$ cat src/rtl/tl_pkg.sv
// Shared traffic-light definitions: phase encodings, default dwell bounds,
// and the legal phase-order table.
package tl_pkg;

    typedef enum logic [2:0] {
        PH_MG   = 3'd0,
        PH_MY   = 3'd1,
        PH_WALK = 3'd2,
        PH_SG   = 3'd3,
        PH_SY   = 3'd4,
        PH_ILL  = 3'd7
    } phase_e;

    localparam int MG_MIN_DEF     = 9;
    localparam int MG_MAX_DEF     = 12;
    localparam int MY_DWELL_DEF   = 2;
    localparam int WALK_DWELL_DEF = 3;
    localparam int SG_MIN_DEF     = 6;
    localparam int SG_MAX_DEF     = 9;
    localparam int SY_DWELL_DEF   = 2;

    // True when 'to' may directly follow 'from' in the controller cycle.
    function automatic logic legal_next(phase_e from, phase_e to);
        logic ok;
        ok = 1'b0;
        case (from)
            PH_MG:   ok = (to == PH_MY);
            PH_MY:   ok = (to == PH_WALK) || (to == PH_SG);
            PH_WALK: ok = (to == PH_SG);
            PH_SG:   ok = (to == PH_SY);
            PH_SY:   ok = (to == PH_MG);
            default: ok = 1'b0;
        endcase
        return ok;
    endfunction

endpackage

$ cat src/rtl/traffic_light_monitor_if.sv
// Light lines from the controller plus the monitor's status outputs.
// master = whoever drives the lights (controller/bench), slave = monitor.
interface traffic_light_monitor_if;
    logic       tick;
    logic       mainLightR, mainLightY, mainLightG;
    logic       sideLightR, sideLightY, sideLightG;
    logic       walkLight;
    logic       err_clr;
    logic [2:0] phase;
    logic       phase_known;
    logic [3:0] dwell;
    logic [3:0] last_dwell;
    logic       err_conflict;
    logic       err_seq;
    logic       err_dwell;

    modport master (
        output tick, mainLightR, mainLightY, mainLightG,
               sideLightR, sideLightY, sideLightG, walkLight, err_clr,
        input  phase, phase_known, dwell, last_dwell,
               err_conflict, err_seq, err_dwell
    );

    modport slave (
        input  tick, mainLightR, mainLightY, mainLightG,
               sideLightR, sideLightY, sideLightG, walkLight, err_clr,
        output phase, phase_known, dwell, last_dwell,
               err_conflict, err_seq, err_dwell
    );
endinterface

$ cat src/rtl/tl_light_decode.sv
// Combinational lights-to-phase decoder. Any head that is dark or has more
// than one lamp lit, or walk lit with a non-red main/side, decodes as ILL.
module tl_light_decode
    import tl_pkg::*;
(
    input  logic   main_r_i, main_y_i, main_g_i,
    input  logic   side_r_i, side_y_i, side_g_i,
    input  logic   walk_i,
    output phase_e phase_o
);
    logic [2:0] main_w, side_w;

    assign main_w = {main_r_i, main_y_i, main_g_i};
    assign side_w = {side_r_i, side_y_i, side_g_i};

    // Match the five legal lamp patterns exactly; everything else is illegal.
    always_comb begin
        phase_o = PH_ILL;
        if      (main_w == 3'b001 && side_w == 3'b100 && !walk_i) phase_o = PH_MG;
        else if (main_w == 3'b010 && side_w == 3'b100 && !walk_i) phase_o = PH_MY;
        else if (main_w == 3'b100 && side_w == 3'b100 &&  walk_i) phase_o = PH_WALK;
        else if (main_w == 3'b100 && side_w == 3'b001 && !walk_i) phase_o = PH_SG;
        else if (main_w == 3'b100 && side_w == 3'b010 && !walk_i) phase_o = PH_SY;
    end
endmodule

$ cat src/rtl/traffic_light_monitor.sv
// Passive monitor: tracks the decoded phase and its dwell in ticks, and
// raises sticky flags on illegal lamps, illegal order, or bad dwell.
module traffic_light_monitor
    import tl_pkg::*;
#(
    parameter int MG_MIN     = MG_MIN_DEF,
    parameter int MG_MAX     = MG_MAX_DEF,
    parameter int MY_DWELL   = MY_DWELL_DEF,
    parameter int WALK_DWELL = WALK_DWELL_DEF,
    parameter int SG_MIN     = SG_MIN_DEF,
    parameter int SG_MAX     = SG_MAX_DEF,
    parameter int SY_DWELL   = SY_DWELL_DEF
) (
    input logic clk,
    input logic rst,
    traffic_light_monitor_if.slave mon
);
    phase_e     dec;
    phase_e     phase_q, phase_d;
    logic       known_q, known_d;
    logic [3:0] dwell_q, dwell_d;
    logic [3:0] last_q, last_d;
    logic       conf_q, conf_d, seq_q, seq_d, dwl_q, dwl_d;
    logic [3:0] dwell_inc, lo, hi;
    logic       set_conf, set_seq, set_dwl;

    tl_light_decode u_dec (
        .main_r_i (mon.mainLightR), .main_y_i (mon.mainLightY), .main_g_i (mon.mainLightG),
        .side_r_i (mon.sideLightR), .side_y_i (mon.sideLightY), .side_g_i (mon.sideLightG),
        .walk_i   (mon.walkLight),
        .phase_o  (dec)
    );

    // Current count including this cycle's tick, saturating at 15.
    assign dwell_inc = (mon.tick && dwell_q != 4'd15) ? dwell_q + 4'd1 : dwell_q;

    // Dwell window of the phase being left; exact-dwell phases use lo == hi.
    always_comb begin
        lo = 4'd0;
        hi = 4'd15;
        case (phase_q)
            PH_MG:   begin lo = 4'(MG_MIN);     hi = 4'(MG_MAX);     end
            PH_MY:   begin lo = 4'(MY_DWELL);   hi = 4'(MY_DWELL);   end
            PH_WALK: begin lo = 4'(WALK_DWELL); hi = 4'(WALK_DWELL); end
            PH_SG:   begin lo = 4'(SG_MIN);     hi = 4'(SG_MAX);     end
            PH_SY:   begin lo = 4'(SY_DWELL);   hi = 4'(SY_DWELL);   end
            default: begin lo = 4'd0;           hi = 4'd15;          end
        endcase
    end

    // Phase tracking and checks. A phase entered straight from ILL/reset is
    // partial, so only phases whose entry was observed get checked on exit.
    always_comb begin
        phase_d  = phase_q;
        known_d  = known_q;
        dwell_d  = dwell_q;
        last_d   = last_q;
        set_conf = 1'b0;
        set_seq  = 1'b0;
        set_dwl  = 1'b0;
        if (dec == PH_ILL) begin
            phase_d  = PH_ILL;
            known_d  = 1'b0;
            dwell_d  = 4'd0;
            set_conf = 1'b1;
        end else if (dec == phase_q) begin
            dwell_d = dwell_inc;
        end else begin
            phase_d = dec;
            dwell_d = mon.tick ? 4'd1 : 4'd0;
            known_d = (phase_q != PH_ILL);
            if (known_q) begin
                last_d  = dwell_inc;
                set_seq = !legal_next(phase_q, dec);
                set_dwl = (dwell_inc < lo) || (dwell_inc > hi);
            end
        end
        // A same-cycle error event beats err_clr.
        conf_d = (mon.err_clr ? 1'b0 : conf_q) | set_conf;
        seq_d  = (mon.err_clr ? 1'b0 : seq_q)  | set_seq;
        dwl_d  = (mon.err_clr ? 1'b0 : dwl_q)  | set_dwl;
    end

    // State registers with synchronous active-low reset.
    always_ff @(posedge clk) begin
        if (!rst) begin
            phase_q <= PH_ILL;
            known_q <= 1'b0;
            dwell_q <= 4'd0;
            last_q  <= 4'd0;
            conf_q  <= 1'b0;
            seq_q   <= 1'b0;
            dwl_q   <= 1'b0;
        end else begin
            phase_q <= phase_d;
            known_q <= known_d;
            dwell_q <= dwell_d;
            last_q  <= last_d;
            conf_q  <= conf_d;
            seq_q   <= seq_d;
            dwl_q   <= dwl_d;
        end
    end

    assign mon.phase        = phase_q;
    assign mon.phase_known  = known_q;
    assign mon.dwell        = dwell_q;
    assign mon.last_dwell   = last_q;
    assign mon.err_conflict = conf_q;
    assign mon.err_seq      = seq_q;
    assign mon.err_dwell    = dwl_q;
endmodule

$ cat src/flat_wrapper.sv
// flat-port wrapper written by rule: the top's interface ports become plain ports
module traffic_light_monitor_flat import tl_pkg::*;
#(
    parameter int MG_MIN     = MG_MIN_DEF,
    parameter int MG_MAX     = MG_MAX_DEF,
    parameter int MY_DWELL   = MY_DWELL_DEF,
    parameter int WALK_DWELL = WALK_DWELL_DEF,
    parameter int SG_MIN     = SG_MIN_DEF,
    parameter int SG_MAX     = SG_MAX_DEF,
    parameter int SY_DWELL   = SY_DWELL_DEF
)
  (clk, rst, mon_tick, mon_mainLightR, mon_mainLightY, mon_mainLightG, mon_sideLightR, mon_sideLightY, mon_sideLightG, mon_walkLight, mon_err_clr, mon_phase, mon_phase_known, mon_dwell, mon_last_dwell, mon_err_conflict, mon_err_seq, mon_err_dwell);
  traffic_light_monitor_if mon_i ();
  input logic clk;
  input logic rst;
  input wire logic [$bits(mon_i.tick)-1:0] mon_tick;
  input wire logic [$bits(mon_i.mainLightR)-1:0] mon_mainLightR;
  input wire logic [$bits(mon_i.mainLightY)-1:0] mon_mainLightY;
  input wire logic [$bits(mon_i.mainLightG)-1:0] mon_mainLightG;
  input wire logic [$bits(mon_i.sideLightR)-1:0] mon_sideLightR;
  input wire logic [$bits(mon_i.sideLightY)-1:0] mon_sideLightY;
  input wire logic [$bits(mon_i.sideLightG)-1:0] mon_sideLightG;
  input wire logic [$bits(mon_i.walkLight)-1:0] mon_walkLight;
  input wire logic [$bits(mon_i.err_clr)-1:0] mon_err_clr;
  output wire logic [$bits(mon_i.phase)-1:0] mon_phase;
  output wire logic [$bits(mon_i.phase_known)-1:0] mon_phase_known;
  output wire logic [$bits(mon_i.dwell)-1:0] mon_dwell;
  output wire logic [$bits(mon_i.last_dwell)-1:0] mon_last_dwell;
  output wire logic [$bits(mon_i.err_conflict)-1:0] mon_err_conflict;
  output wire logic [$bits(mon_i.err_seq)-1:0] mon_err_seq;
  output wire logic [$bits(mon_i.err_dwell)-1:0] mon_err_dwell;
  assign mon_i.tick = mon_tick;
  assign mon_i.mainLightR = mon_mainLightR;
  assign mon_i.mainLightY = mon_mainLightY;
  assign mon_i.mainLightG = mon_mainLightG;
  assign mon_i.sideLightR = mon_sideLightR;
  assign mon_i.sideLightY = mon_sideLightY;
  assign mon_i.sideLightG = mon_sideLightG;
  assign mon_i.walkLight = mon_walkLight;
  assign mon_i.err_clr = mon_err_clr;
  assign mon_phase = mon_i.phase;
  assign mon_phase_known = mon_i.phase_known;
  assign mon_dwell = mon_i.dwell;
  assign mon_last_dwell = mon_i.last_dwell;
  assign mon_err_conflict = mon_i.err_conflict;
  assign mon_err_seq = mon_i.err_seq;
  assign mon_err_dwell = mon_i.err_dwell;
  traffic_light_monitor #(.MG_MIN(MG_MIN), .MG_MAX(MG_MAX), .MY_DWELL(MY_DWELL), .WALK_DWELL(WALK_DWELL), .SG_MIN(SG_MIN), .SG_MAX(SG_MAX), .SY_DWELL(SY_DWELL)) u_core (.clk(clk), .rst(rst), .mon(mon_i));
endmodule
$ cat config.mk
export PLATFORM = sky130hd
export DESIGN_NAME = traffic_light_monitor_flat
export DESIGN_NICKNAME = d
export VERILOG_FILES = /design/src/rtl/tl_pkg.sv /design/src/rtl/traffic_light_monitor_if.sv /design/src/rtl/tl_light_decode.sv /design/src/rtl/traffic_light_monitor.sv /design/src/flat_wrapper.sv
export SDC_FILE = /design/constraint.sdc
export NUM_CORES = 1
export LEC_CHECK = 0
export ABC_AREA = 1
export BUFFER_PORTS_ARGS = -buffer_cell sky130_fd_sc_hd__buf_4
export CORE_MARGIN = 4
export CORE_UTILIZATION = 30
export CTS_CLUSTER_DIAMETER = 80
export DETAILED_ROUTE_END_ITERATION = 8
export GPL_ROUTABILITY_DRIVEN = 0
export PLACE_DENSITY = 0.5
export SYNTH_ARGS = -nofsm -noshare
export SYNTH_HDL_FRONTEND = slang
export SYNTH_SLANG_ARGS = --single-unit
$ cat constraint.sdc
create_clock -name clk -period 2.6 [get_ports clk]
set_input_delay 0.39 -clock clk [delete_from_list [all_inputs] [get_ports clk]]
set_output_delay 0.39 -clock clk [all_outputs]
set_load 0.01 [all_outputs]
Yosys cells after proc, flatten, opt, wreduce, memory -nomap -nowiden
Index checks and enable logic that the tools add are counted.
Storage, ports and cells
  register bits: 15
  output and inout bits: 15
  logic and storage cells: 78
Cells by class
  $add $sub $neg: 1
  order comparisons: 2
  eq/ne operators: 18
  muxes and demuxes: 24
  bitwise operators: 6
  reductions and logical operators: 20
Operators by type and width (number)
  case mux 4 bit (4 select lines): 2
  equality test 3 x 2 -> 1 bit (second input constant): 6
  equality test 3 bit (second input constant): 5
  2-to-1 mux 1 bit: 14
  equality test 3 x 1 -> 1 bit (second input constant): 4
  2-to-1 mux 3 bit: 4
  logical AND 1 bit: 11
  2-to-1 mux 4 bit: 2
  logical NOT 3 bit: 2
  case mux 1 bit (5 select lines): 1
  adder 4 x 1 -> 4 bit (second input constant): 1
  > comparator 4 bit: 1
  < comparator 4 bit: 1
  inequality test 4 bit (second input constant): 1
  OR reduction 2 bit: 2
  equality test 3 bit: 1
  inequality test 3 bit (second input constant): 1
  NOT 1 bit: 3
  OR 1 bit: 3
  AND reduction 3 bit: 1
  logical NOT 1 bit: 2
  logical OR 1 bit: 2
  2-to-1 mux 2 bit: 1

Longest topological paths before layout
  depth after elaboration: 19
  mapped depth: 15
  mapped depth without buffers: 15

By module
From an unflattened synthesis, not the netlist that was laid out.
Unflattened totals
  cell total of the unflattened synthesis: 160
  area total of the unflattened synthesis: 1068.5 µm²
By module, submodules not included
  traffic_light_monitor: times used 1, cells each 125, area each 910.9 µm², seq. area each 300.3 µm²
  tl_light_decode: times used 1, cells each 35, area each 157.7 µm², seq. area each 0.0 µm²

Worst setup path before layout
No wires, ideal clock.
  path kind: reg-to-reg
  from: register u_core.dwell_q[0] (netlist: u_core.mon.dwell[0])
  to: register u_core.dwl_q (netlist: u_core.mon.err_dwell)
  arrival time: 1.996 ns
  data required time: 2.482 ns
  slack: 0.487 ns
  cell stages (with the launch flop): 15
  buffers on the path: 0
  path through: dfxtp_1 ha_1 nand3_1 nand2_1 inv_1 nand4_1 xor2_1 inv_1 ha_1 nand2_1 inv_1 o32ai_1 nand2_1 nand2_1 a21oi_1
On the way
  longest elaborated chain between the ends: 9
  elaborated cells on any way between the ends: 11
RTL lines
  start: declaration: RTL line traffic_light_monitor.sv:21  | logic [3:0] dwell_q, dwell_d;
  start signal: assignment: RTL line traffic_light_monitor.sv:97  | dwell_q <= dwell_d;
  branches (longest 2 deep; another with adder 4 x 1 -> 4 bit)
  2-to-1 mux 4 bit *: RTL line traffic_light_monitor.sv:35  | assign dwell_inc = (mon.tick && dwell_q != 4'd15) ? dwell_q + 4'd1 : dwell_q;
  named net u_core.dwell_inc[3]: RTL line traffic_light_monitor.sv:24  | logic [3:0] dwell_inc, lo, hi;
  < comparator 4 bit or > comparator 4 bit (tied branches): RTL line traffic_light_monitor.sv:75  | set_dwl = (dwell_inc < lo) || (dwell_inc > hi);
  logical OR 1 bit *: RTL line traffic_light_monitor.sv:75
  2-to-1 mux 1 bit *: RTL line traffic_light_monitor.sv:72  | if (known_q) begin
  2-to-1 mux 1 bit *: RTL line traffic_light_monitor.sv:66  | end else if (dec == phase_q) begin
  2-to-1 mux 1 bit *: RTL line traffic_light_monitor.sv:61  | if (dec == PH_ILL) begin
  OR 1 bit *: RTL line traffic_light_monitor.sv:81  | dwl_d = (mon.err_clr ? 1'b0 : dwl_q) | set_dwl;
  end signal: assignment: RTL line traffic_light_monitor.sv:101  | dwl_q <= dwl_d;
  end: declaration: RTL line traffic_light_monitor.sv:23  | logic conf_q, conf_d, seq_q, seq_d, dwl_q, dwl_d;
Mark *: on every way through the listed nets, which the timed path passes.
A chain may end at the register's enable or synchronous reset.

Worst setup path after layout
Ends and elaborated chain as after synthesis.

==> run metrics <==
WS Path Type=flip-flop to flip-flop; Post-synth EDFFs=0; crit path cell chain=ha_1, nand3_1, nand2_1, inv_1, nand4_1, xor2_1, inv_1, ha_1, nand2_1, inv_1, o32ai_1, nand2_1, nand2_1, a21oi_1; most used cell, CP=nand2_1; FF+latch count, synth=15; status=completed; Avg Inst Size Synth=between 6 and 7 um2; worst vdd ir=between 100 and 150 uV; Area Growth Syn to Fin=26.28%; CTS tree=done; final hold vios=0; met1 Use GR=0.1350; max cap viols=0; DR vias=around 1,200; drt initial violations=30; Hold Crit Class=input pin to flip-flop; DRC errors left=0; Mapped Cells=180; global route total overflow=0; setup violators final=0; Mapped Nets=199; post-CTS sizing=0; Inserted Diodes=0; worst skew pair latency=0.24 ns; top-area cell type share of the netlist area=0.2617; crit path launch type=flip-flop; I/O Pins=26; GR peak layer=met2; RSZ-0062 raised after global routing=no; crit-path max cell delay=just under 0.4 ns; min Tclk post-route=approximately 2.3 ns; Worst Path Max Fanout=5; CP Buf/Inv Count=3; f_max=0.4373 GHz; Max-Slew Margin vs Limit=0.7809; static leakage=0.8158 nW; crit path max-delay cell type=dfxtp_1; PwrDens=328.5 mW/mm2; Die Y=between 60 and 70 um; Hold-fix buffers, CTS=0; Async S/R FF share, synth=0; Initial DRT Pass Iterations=4; I/O Buffers=25; CTS Buf Count=3; largest net degree at the start of global routing=10; DP HPWL=roughly 2400 um; CTS max path bufs=2; Starting Density=0.3111; GR Util met3=0.01739; Die ar.=roughly 0.005 mm2; CTS sink count=15; delay-heaviest family, CP=simple AND/OR/NAND/NOR gates; Routed WL=between 2000 and 3000 um; wire length of the first global-routing pass=between 4000 and 5000 um; ANT nets after route=0; Fin Clk Skew=0.003744 ns; Fillers=around 430; post-synth cell types=22; initial antenna violation count=0; buffers inserted by post-CTS timing repair=0; GRT Total Usage=0.1173; row count=22; Slew Viols, Final=0; Critical Path AT=approximately 2.4 ns; Synth area leaders=dfxtp_1 (26%), nand2_1 (15%), inv_1 (8.8%); vias in the first global route=between 1,000 and 1,500; chip width=around 70 um; synthesized area=roughly 0.0011 mm2; layout cells sized above 1=0.2571; Worst-path clk slew=about 0.06 ns; WP data required=between 2 and 3 ns; Hold WS=between 0.3 and 0.4 ns; clk root buf=clkbuf_8; met2 usage=0.2120; vias per cell=approximately 4.5; Synth Warn #=0; CTS H-tree depth=1; Worst-Margin Slew=approximately 0.33 ns; WL/cell=around 10 um; sequential-to-total area share from yosys stat=0.2617; nets=230; Core Area=around 0.0037 mm2; Final Cycle Share=0.8795; crit end category=flip-flop; Yosys top cell by area=dfxtp_1; setup total negative slack=0 ns; Synth Flop Type=dfxtp_1
## worst paths after layout
| check | end | slack, ns | depth (start not counted) | from |
|---|---|---|---|---|
| max | u_core.mon.err_dwell | 0.31 | 14 | u_core.mon.dwell[0] |
| min | u_core.mon.phase[2] | 0.36 | 2 | rst |
| max reg2reg | u_core.mon.err_dwell | 0.31 | 14 | u_core.mon.dwell[0] |
| min reg2reg | u_core.mon.err_conflict | 0.47 | 2 | u_core.mon.err_conflict |
## final cells by class
cell class	instances	area [um2]	area share
Tap cell	48	60.06	0.04145
Clock inverter	1	5.005	0.003454
Sequential cell	15	300.3	0.2073
Timing Repair Buffer	26	195.2	0.1347
Inverter	32	120.1	0.08290
Clock buffer	3	41.29	0.02850
Multi-Input combinational cell	133	726.9	0.5017
## registers in the layout (all words and copies together), names as in the netlist
signal,cells
u_core.mon.err_conflict,1
u_core.mon.err_dwell,1
u_core.mon.err_seq,1
u_core.mon.last_dwell,4
u_core.mon.dwell,4
u_core.mon.phase_known,1
u_core.mon.phase,3
## metal layers
| metal | part of all wire | vias to the layer above | routed length [um] |
|---|---|---|---|
| met5 | 0 | - | 0 |
| li1 | - | 623 | - |
| met4 | 0.011 | 0 | 29 |
| met3 | 0.026 | 2 | 71 |
| met2 | 0.51 | 15 | 1382 |
| met1 | 0.45 | 514 | 1205 |
## through the flow
stage,setup WS [ns],instances,utilization,total power [W],instance area (um2)
finish,0.3134,258,0.3928,0.0004760,1449
global route,0.1079,258,0.3928,0.0005032,1449
detailed placement,0.3061,254,0.3803,0.0002958,1403
global placement,0.4396,254,0.3803,0.0002945,1403
CTS,0.2913,258,0.3928,0.0004869,1449
floorplan,0.4865,180,-,0.0002696,1147
## report_power, final
group	switching (W)	internal (W)	leakage, nW	total (W)
combinational	0.0000338	0.0000237	0.669	0.0000575
sequential	0.00000111	0.000231	0.121	0.000232
clock	0.0000804	0.000106	0.0255	0.000186
## Yosys cell counts (2+ instances only)
cell type / count
a21oi_1: 7
dfxtp_1: 15
ha_1: 8
inv_1: 27
inv_2: 5
nand2_1: 47
nand2_2: 3
nand2_4: 3
nand3_1: 9
nand3_2: 3
nand4_1: 4
nor2_1: 25
nor2_2: 6
nor2_4: 2
o21ai_0: 6
o21ai_1: 3
xor2_1: 2
## layout by cell type, fill, tap and decap left out, types with 4 or more instances in the layout
master and count:
buf_4 26, dfxtp_1 15, inv_1 27, o21ai_0 6
nand3_1 9, nand4_1 4, nand2_1 47, a21oi_1 7
nor2_2 6, inv_2 5, nor2_1 25, ha_1 8
## logic make-up after synthesis
| kind of cell | synth area share |
|---|---|
| buffers and inverters | 0.1047 |
| AOI/OAI and AO/OA | 0.09160 |
| adders and majority gates | 0.08724 |
| DFF | 0.2617 |
| and+or+nand+nor | 0.4253 |
| xor gates and xnor gates | 0.02945 |
No activity file was read; power rests on OpenSTA's default activity.
